<file path="src/rtl/nnrv_mem_pkg.sv">
// nnrv_mem_pkg: shared types and constants for the nnrv memory stage.
// Latency: n/a (declarations only).
// Backpressure: n/a.
// Contents: datapath width, memory-stage FSM state type, canonical byte-lane masks.
package nnrv_mem_pkg;

    localparam int XLEN = 32;

    typedef enum logic [0:0] {
        MEM_IDLE = 1'b0,
        MEM_BUS  = 1'b1
    } mem_state_t;

    // Lane masks after normalisation to lane 0 (mask >> addr[1:0]).
    localparam logic [3:0] MASK_B = 4'b0001;
    localparam logic [3:0] MASK_H = 4'b0011;
    localparam logic [3:0] MASK_W = 4'b1111;

endpackage

</file>
<file path="src/rtl/nnrv_mem_load_align.sv">
// nnrv_mem_load_align: shifts bus read data down to lane 0 and sign/zero-extends it.
// Latency: combinational.
// Backpressure: none.
// Ports: i_rdata (bus word), i_addr_lo (byte offset), i_mask (lane mask, pre-shifted),
//        i_sign (sign-extend enable), o_data (aligned result).
module nnrv_mem_load_align
    import nnrv_mem_pkg::*;
(
    input  logic [XLEN-1:0] i_rdata,
    input  logic [1:0]      i_addr_lo,
    input  logic [3:0]      i_mask,
    input  logic            i_sign,
    output logic [XLEN-1:0] o_data
);

    logic [XLEN-1:0] w_raw;
    logic [3:0]      w_m;

    assign w_raw = i_rdata >> {i_addr_lo, 3'b000};
    assign w_m   = i_mask >> i_addr_lo;

    always_comb begin
        o_data = '0;
        case (w_m)
            MASK_B:  o_data = {{24{i_sign & w_raw[7]}}, w_raw[7:0]};
            MASK_H:  o_data = {{16{i_sign & w_raw[15]}}, w_raw[15:0]};
            MASK_W:  o_data = w_raw;
            // Irregular masks: keep only the enabled bytes, never extend.
            default: begin
                for (int i = 0; i < 4; i++) begin
                    o_data[8*i +: 8] = w_m[i] ? w_raw[8*i +: 8] : 8'h00;
                end
            end
        endcase
    end

endmodule

</file>
<file path="src/rtl/nnrv_mem.sv">
// nnrv_mem: memory stage -- runs load/store bus transactions and registers the writeback result.
// Latency: non-memory ops 1 cycle; loads/stores 2 cycles minimum (request edge + ack edge).
// Backpressure: o_stall holds exec/id from request until the cycle the bus acks.
// Ports: i_clk/i_rst (sync, active-high); i_ex_* request bundle from exec; o_dbus_*/i_dbus_*
//        req/ack data bus; o_wb_* writeback to regfile/forwarding; o_stall upstream hold.
// Option: define NNRV_MEM_MISALIGN_EN to add o_misalign and suppress misaligned half/word accesses.
module nnrv_mem
    import nnrv_mem_pkg::*;
(
    input  logic            i_clk,
    input  logic            i_rst,
    input  logic            i_ex_rd_en,
    input  logic [4:0]      i_ex_rd,
    input  logic [XLEN-1:0] i_ex_rd_reg,
    input  logic            i_ex_ram_rd_en,
    input  logic            i_ex_ram_wr_en,
    input  logic [XLEN-1:0] i_ex_ram_addr,
    input  logic [XLEN-1:0] i_ex_ram_data,
    input  logic [3:0]      i_ex_ram_mask,
    input  logic            i_ex_sign,
    output logic            o_stall,
    output logic            o_dbus_req,
    output logic            o_dbus_we,
    output logic [XLEN-1:0] o_dbus_addr,
    output logic [XLEN-1:0] o_dbus_wdata,
    output logic [3:0]      o_dbus_mask,
    input  logic            i_dbus_ack,
    input  logic [XLEN-1:0] i_dbus_rdata,
`ifdef NNRV_MEM_MISALIGN_EN
    output logic            o_misalign,
`endif
    output logic            o_wb_rd_en,
    output logic [4:0]      o_wb_rd,
    output logic [XLEN-1:0] o_wb_rd_reg
);

    mem_state_t      r_state;
    logic            r_req;
    logic            r_we;
    logic [XLEN-1:0] r_addr;
    logic [XLEN-1:0] r_wdata;
    logic [3:0]      r_mask;
    logic [1:0]      r_addr_lo;
    logic            r_sign;
    logic            r_rd_en;
    logic [4:0]      r_rd;
    logic            r_wb_rd_en;
    logic [4:0]      r_wb_rd;
    logic [XLEN-1:0] r_wb_rd_reg;

    logic            w_memop;
    logic            w_misalign;
    logic            w_start;
    logic [XLEN-1:0] w_load_data;

    assign w_memop = i_ex_ram_rd_en | i_ex_ram_wr_en;

`ifdef NNRV_MEM_MISALIGN_EN
    logic            r_misalign;
    logic [3:0]      w_m;
    logic            w_is_word;
    logic            w_is_half;

    // Access size is inferred from the lane-0 normalised mask: any lane above 1 means word.
    assign w_m        = i_ex_ram_mask >> i_ex_ram_addr[1:0];
    assign w_is_word  = |w_m[3:2];
    assign w_is_half  = w_m[1] & ~w_is_word;
    assign w_misalign = w_memop & ((w_is_word & |i_ex_ram_addr[1:0]) |
                                   (w_is_half & i_ex_ram_addr[0]));
    assign o_misalign = r_misalign;
`else
    assign w_misalign = 1'b0;
`endif

    assign w_start = (r_state == MEM_IDLE) & w_memop & ~w_misalign;
    assign o_stall = w_start | ((r_state == MEM_BUS) & ~i_dbus_ack);

    nnrv_mem_load_align u_align (
        .i_rdata   (i_dbus_rdata),
        .i_addr_lo (r_addr_lo),
        .i_mask    (r_mask),
        .i_sign    (r_sign),
        .o_data    (w_load_data)
    );

    always_ff @(posedge i_clk) begin
        if (i_rst) begin
            r_state     <= MEM_IDLE;
            r_req       <= 1'b0;
            r_we        <= 1'b0;
            r_addr      <= '0;
            r_wdata     <= '0;
            r_mask      <= '0;
            r_addr_lo   <= '0;
            r_sign      <= 1'b0;
            r_rd_en     <= 1'b0;
            r_rd        <= '0;
            r_wb_rd_en  <= 1'b0;
            r_wb_rd     <= '0;
            r_wb_rd_reg <= '0;
`ifdef NNRV_MEM_MISALIGN_EN
            r_misalign  <= 1'b0;
`endif
        end else begin
`ifdef NNRV_MEM_MISALIGN_EN
            r_misalign <= 1'b0;
`endif
            case (r_state)
                MEM_IDLE: begin
                    if (w_start) begin
                        r_state    <= MEM_BUS;
                        r_req      <= 1'b1;
                        // Store wins when both enables are set.
                        r_we       <= i_ex_ram_wr_en;
                        r_addr     <= {i_ex_ram_addr[XLEN-1:2], 2'b00};
                        r_wdata    <= i_ex_ram_data;
                        r_mask     <= i_ex_ram_mask;
                        r_addr_lo  <= i_ex_ram_addr[1:0];
                        r_sign     <= i_ex_sign;
                        r_rd_en    <= i_ex_rd_en;
                        r_rd       <= i_ex_rd;
                        r_wb_rd_en <= 1'b0;
                    end else if (w_memop) begin
                        // Only reachable for a rejected misaligned access.
                        r_wb_rd_en <= 1'b0;
`ifdef NNRV_MEM_MISALIGN_EN
                        r_misalign <= 1'b1;
`endif
                    end else begin
                        r_wb_rd_en  <= i_ex_rd_en;
                        r_wb_rd     <= i_ex_rd;
                        r_wb_rd_reg <= i_ex_rd_reg;
                    end
                end
                MEM_BUS: begin
                    r_wb_rd_en <= 1'b0;
                    if (i_dbus_ack) begin
                        r_state    <= MEM_IDLE;
                        r_req      <= 1'b0;
                        r_wb_rd_en <= r_rd_en & ~r_we;
                        r_wb_rd    <= r_rd;
                        if (!r_we) begin
                            r_wb_rd_reg <= w_load_data;
                        end
                    end
                end
                default: r_state <= MEM_IDLE;
            endcase
        end
    end

    assign o_dbus_req   = r_req;
    assign o_dbus_we    = r_we;
    assign o_dbus_addr  = r_addr;
    assign o_dbus_wdata = r_wdata;
    assign o_dbus_mask  = r_mask;
    assign o_wb_rd_en   = r_wb_rd_en;
    assign o_wb_rd      = r_wb_rd;
    assign o_wb_rd_reg  = r_wb_rd_reg;

endmodule

</file>
<file path="config.mk">
export PLATFORM = sky130hd
export DESIGN_NAME = nnrv_mem
export DESIGN_NICKNAME = d
export VERILOG_FILES = /design/src/rtl/nnrv_mem_pkg.sv /design/src/rtl/nnrv_mem_load_align.sv /design/src/rtl/nnrv_mem.sv
export SDC_FILE = /design/constraint.sdc
export NUM_CORES = 1
export LEC_CHECK = 0
export CAP_MARGIN = 30
export CORE_AREA = 2 2 114 116
export DETAILED_ROUTE_END_ITERATION = 10
export DIE_AREA = 0 0 116 118
export PLACE_DENSITY = 0.85
export SYNTH_ARGS = -nofsm -noshare
export SYNTH_HDL_FRONTEND = slang
export SYNTH_HIERARCHICAL = 1
export SYNTH_SLANG_ARGS = --single-unit
</file>
<file path="constraint.sdc">
create_clock -name i_clk -period 5.6 [get_ports i_clk]
set_input_delay 1.12 -clock i_clk [delete_from_list [all_inputs] [get_ports i_clk]]
set_output_delay 1.12 -clock i_clk [all_outputs]
set_load 0.01 [all_outputs]
</file>
-- Word level (Yosys, flattened, before mapping)
Cells that the tools add are included.
- logic and storage cells: 61
- bits in registers: 116
- output and inout bits: 109
- input port bits: 144
- reduce and logical (&&, ||, !) cells: 4
- equal/unequal tests: 8
- bitwise logic cells: 10
- shift-type cells: 2
- muxes and demuxes: 24
- operator list (operator ; number):
    two-way mux 32 bit ; 4
    case mux 32 bit (3 select lines) ; 1
    case mux 32 bit (2 select lines) ; 1
    two-way mux 8 bit ; 4
    >> shifter 32 x 5 -> 32 bit ; 1
    two-way mux 5 bit ; 3
    != test 2 bit (second input constant) ; 5
    case mux 5 bit (2 select lines) ; 1
    two-way mux 1 bit ; 7
    case mux 1 bit (2 select lines) ; 3
    AND 1 bit ; 5
    equality test 4 x 1 -> 1 bit (second input constant) ; 1
    equality test 4 x 2 -> 1 bit (second input constant) ; 1
    equality test 4 bit (second input constant) ; 1
    AND reduction 2 bit ; 2
    AND reduction 4 bit ; 1
    >> shifter 4 x 2 -> 4 bit ; 1
    inverter 1 bit ; 3
    AND reduction 3 bit ; 1
    OR 1 bit ; 2

-- Longest topological paths before layout
- word-level depth: 6
- gate-level depth with buffers: 10
- mapped depth without buffers: 7

-- Modules after synthesis
Netlist, hierarchy kept.
- by module, submodules not included (module ; area an instance (µm²) ; sequential area each (µm²) ; cells each ; instances):
    nnrv_mem ; 4591.9 ; 2322.2 ; 518 ; 1
    nnrv_mem_load_align ; 917.1 ; 0.0 ; 144 ; 1

-- Worst setup path after synthesis
No wires, ideal clock.
- kind: input to output
- from: input i_dbus_ack
- to: output o_stall
- arrival: 1.859 ns
- setup slack: 2.621 ns
- buffers on the path: 2
- required time: 4.480 ns
- stages: 5
- cells stage by stage: and2_1 > clkbuf_1 > or2_1 > clkbuf_1 > inv_2
- cells in the longest elaborated chain, start to end: 3
- RTL lines (item ; line ; text):
    start, declared ; nnrv_mem.sv:27 ; input logic i_dbus_ack,
    inverter 1 bit ; nnrv_mem.sv:76 ; assign o_stall = w_start | ((r_state == MEM_BUS) & ~i_dbus_ack);
    AND 1 bit ; nnrv_mem.sv:76 ;
    OR 1 bit ; nnrv_mem.sv:76 ;
    end, declared ; nnrv_mem.sv:21 ; output logic o_stall,
Every way passes these cells.

-- Final worst setup path
- from: input i_ex_ram_wr_en
- to: output o_stall
- cells in the longest elaborated chain, start to end: 3
- RTL lines (item ; line ; text):
    start, declared ; nnrv_mem.sv:16 ; input logic i_ex_ram_wr_en,
    OR 1 bit ; nnrv_mem.sv:56 ; assign w_memop = i_ex_ram_rd_en | i_ex_ram_wr_en;
    AND 1 bit ; nnrv_mem.sv:75 ; assign w_start = (r_state == MEM_IDLE) & w_memop & ~w_misalign;
    OR 1 bit ; nnrv_mem.sv:76 ;
Every way passes these cells.

==> run_results.csv <==
group,metric,value,unit
sta,fin_crit,3.92,ns
cts,max-clock-path-buffers,2,
yosys,synth-edff-count,0,
yosys,synth_area_leaders,"dfxtp_1, nand2_1, mux2i_1",
yosys,synth_cell_types,43,
job,max-cap-violations,0,
sta,report.final.slew_viol_count,0,
cts,cts_hold_buf,0,
sta,setup_tns,0,ns
setup_path,crit_path_start_kind,"input pin",
routing,via_per_inst,5.24,
yosys,syn_inst,662,
cts,root_buffer,"clkbuf_16",
placement,place_ws,1.70,ns
sta,timing.fmax,255,MHz
cts,cts_sinks,116,
global_route,use_met3,8.29,%
placement,place_hpwl,12.8,mm
sta,post-route-period-util,69.9,%
pwr,peakVddDrop,0.000263,V
yosys,yosysWarnings,6,
setup_path,end_kind,"output pin",
sta,worst_slack,1.68,ns
yosys,yosys.area.top_type,"dfxtp_1",
sta,rsz0062_at_grt,"no",
sta,setup_viol,0,
final_layout,fillers,991,
yosys,async_flop_share,0,%
cts,cts.repair.resized,0,
placement,gp_congestion,0.890,
routing,dr.pass1.iters,4,
yosys,yosysSeqAreaShare,42.2,%
global_route,grt_pass1_wl,27.9,mm
cts,clkLatencyLatePin,0.41,ns
routing,post_drt_wl_per_cell,16.9,um
floorplanning,io_pins,253,
yosys,avgSynthCellArea,8.32,sq um
final_layout,multi_input_area,2880,sq um
sta,slew_headroom,32.4,%
routing,drtAntennaViolNets,0,
sta,hold_viol_final,0,
final_layout,drive_gt1_share,9.32,%
floorplanning,std_cell_rows,41,
routing,dr.first_iter.drc_count,382,
yosys,synth_top_flop_cell,"dfxtp_1",
run_status,status,"complete, no violations",
global_route,top_usage_layer,"met2",
yosys,yosysTopAreaCellShare,42.2,%
yosys,synth_most_common_cell,"nand2_1",
setup_path,crit_type,"input pin to output pin",
final_layout,diodes,0,
yosys,ys_ff_latch,116,
final_layout,fin_nets,1022,
global_route,grt_use_met1,30.1,%
global_route,antenna_found_initial,0,
cts,htree_num_levels,4,
setup_path,critPathRequiredTime,4.48,ns
cts,cts_made_buffers,17,
floorplanning,dieArea,13700,sq um
global_route,grt_pass1_vias,5379,
pwr,power_density,301,nW/um^2
cts,postCtsSetupRepairBufs,0,
final_layout,largest_register_ffs,37,
setup_path,path_max_fanout,7,
global_route,grt_max_degree,78,
min_path,min_path_type,"flip-flop to flip-flop",
routing,num_vias,5568,
placement,port_buffers,250,
yosys,synth.top_cells.by_count,"nand2_1, dfxtp_1, a21oi_1",
global_route,grt_usage,26.1,%
global_route,grtUsageMet2,44.1,%
floorplanning,core,12400,sq um
routing,drc,0,
min_path,hold_depth,2,
global_route,grt-ovfl-total,0,
final_layout,seqCellArea,2320,sq um
sta,fin_worst_skew,0.0116,ns
sta,worstMarginPinSlew,1.01,ns
yosys,synthesis.area,5510,sq um
floorplanning,fp.dieH,118,um
floorplanning,initial_core_util,44.4,%
floorplanning,fp.dieW,116,um
pwr,p_total,2.59,mW
setup_path,r2r_cells,8,
cts,path_clk_slew,0.05,ns
pwr,cellLeakagePower,3.19,nW
cts,cts_tree,"built",
setup_path,arrival,2.80,ns
routing,wl,18.0,mm
final_layout,syn2layout_area_growth,56.1,%
metal layers:
layer  up-vias  wire length [um]
met5         -                 0
met4         0               510
met3        35              1400
met2       205              9090
met1      2620              6980
li1       2708                 -
placed cells by master, fill, tap and decap left out, types with 2 or more instances in the layout:
cell type / count
nor3_1: 38
a21oi_1: 76
bufinv_16: 2
a211oi_1: 21
mux2_2: 2
clkbuf_16: 17
buf_4: 10
clkinvlp_4: 2
clkinv_2: 3
or2_1: 2
a211oi_2: 30
dfxtp_1: 115
clkbuf_8: 4
o21ai_1: 7
nor2_1: 6
o21ai_0: 9
mux2i_1: 57
a22oi_1: 8
nor2b_1: 9
conb_1: 2
and2_1: 2
clkbuf_1: 3
clkdlybuf4s50_1: 249
nand2_1: 192
area by class of cell:
type | count | share of cell area (%)
clock buffer | 24 | 5.72
clock inverter | 8 | 1.15
inverter | 1 | 0.0437
multi-input combinational | 482 | 33.5
sequential | 116 | 27.0
tap | 172 | 2.50
timing repair buffer | 260 | 30.1
final timing paths:
check	from	slack [ns]	endpoint
worst max-delay path	i_ex_ram_wr_en	1.68	o_stall
worst min-delay path	o_dbus_addr[21]$_SDFFE_PP0P_	0.45	o_dbus_addr[21]$_SDFFE_PP0P_
worst max register to register	r_addr_lo[1]$_SDFFE_PP0P_	2.94	o_wb_rd_reg[23]$_SDFFE_PP0P_
worst min register to register	o_dbus_addr[21]$_SDFFE_PP0P_	0.45	o_dbus_addr[21]$_SDFFE_PP0P_
where the power goes:
| group | leakage [nW] | internal, mW | switching (mW) | total [mW] |
|---|---|---|---|---|
| clock network | 0.286 | 0.700 | 0.375 | 1.08 |
| registers | 0.957 | 0.894 | 0.0416 | 0.935 |
| logic | 1.95 | 0.302 | 0.277 | 0.579 |
| total | 3.19 | 1.90 | 0.694 | 2.59 |
worst max-delay path, stage by stage:
cell             delay, ns
clkdlybuf4s50_1       0.62
nor3_4                0.08
or2_1                 0.33
inv_2                 0.08
clkdlybuf4s50_1       0.56
per-stage QoR:
stage	cell area (sq um)	hold slack [ns]	cells	utilization (%)
2_1_floorplan	5510	0.432	663	-
3_3_place_gp	7990	0.441	1030	64.3
3_5_place_dp	8010	0.446	1031	64.5
4_1_cts	8600	0.453	1063	69.3
5_1_grt	8600	0.464	1063	69.3
6_report	8600	0.452	1063	69.3
kinds of logic (layout without fill, tap and decap cells):
logic type,Yosys count,after routing,share of synthesized area [%]
and+or+nand+nor,258,258,19.6
other,1,2,0.0681
buffers and inverters,65,293,6.02
muxes,59,59,10.8
AOI/OAI and AO/OA,163,163,21.3
DFF,116,116,42.2
Note: power is estimated with default switching activity, not from simulation.
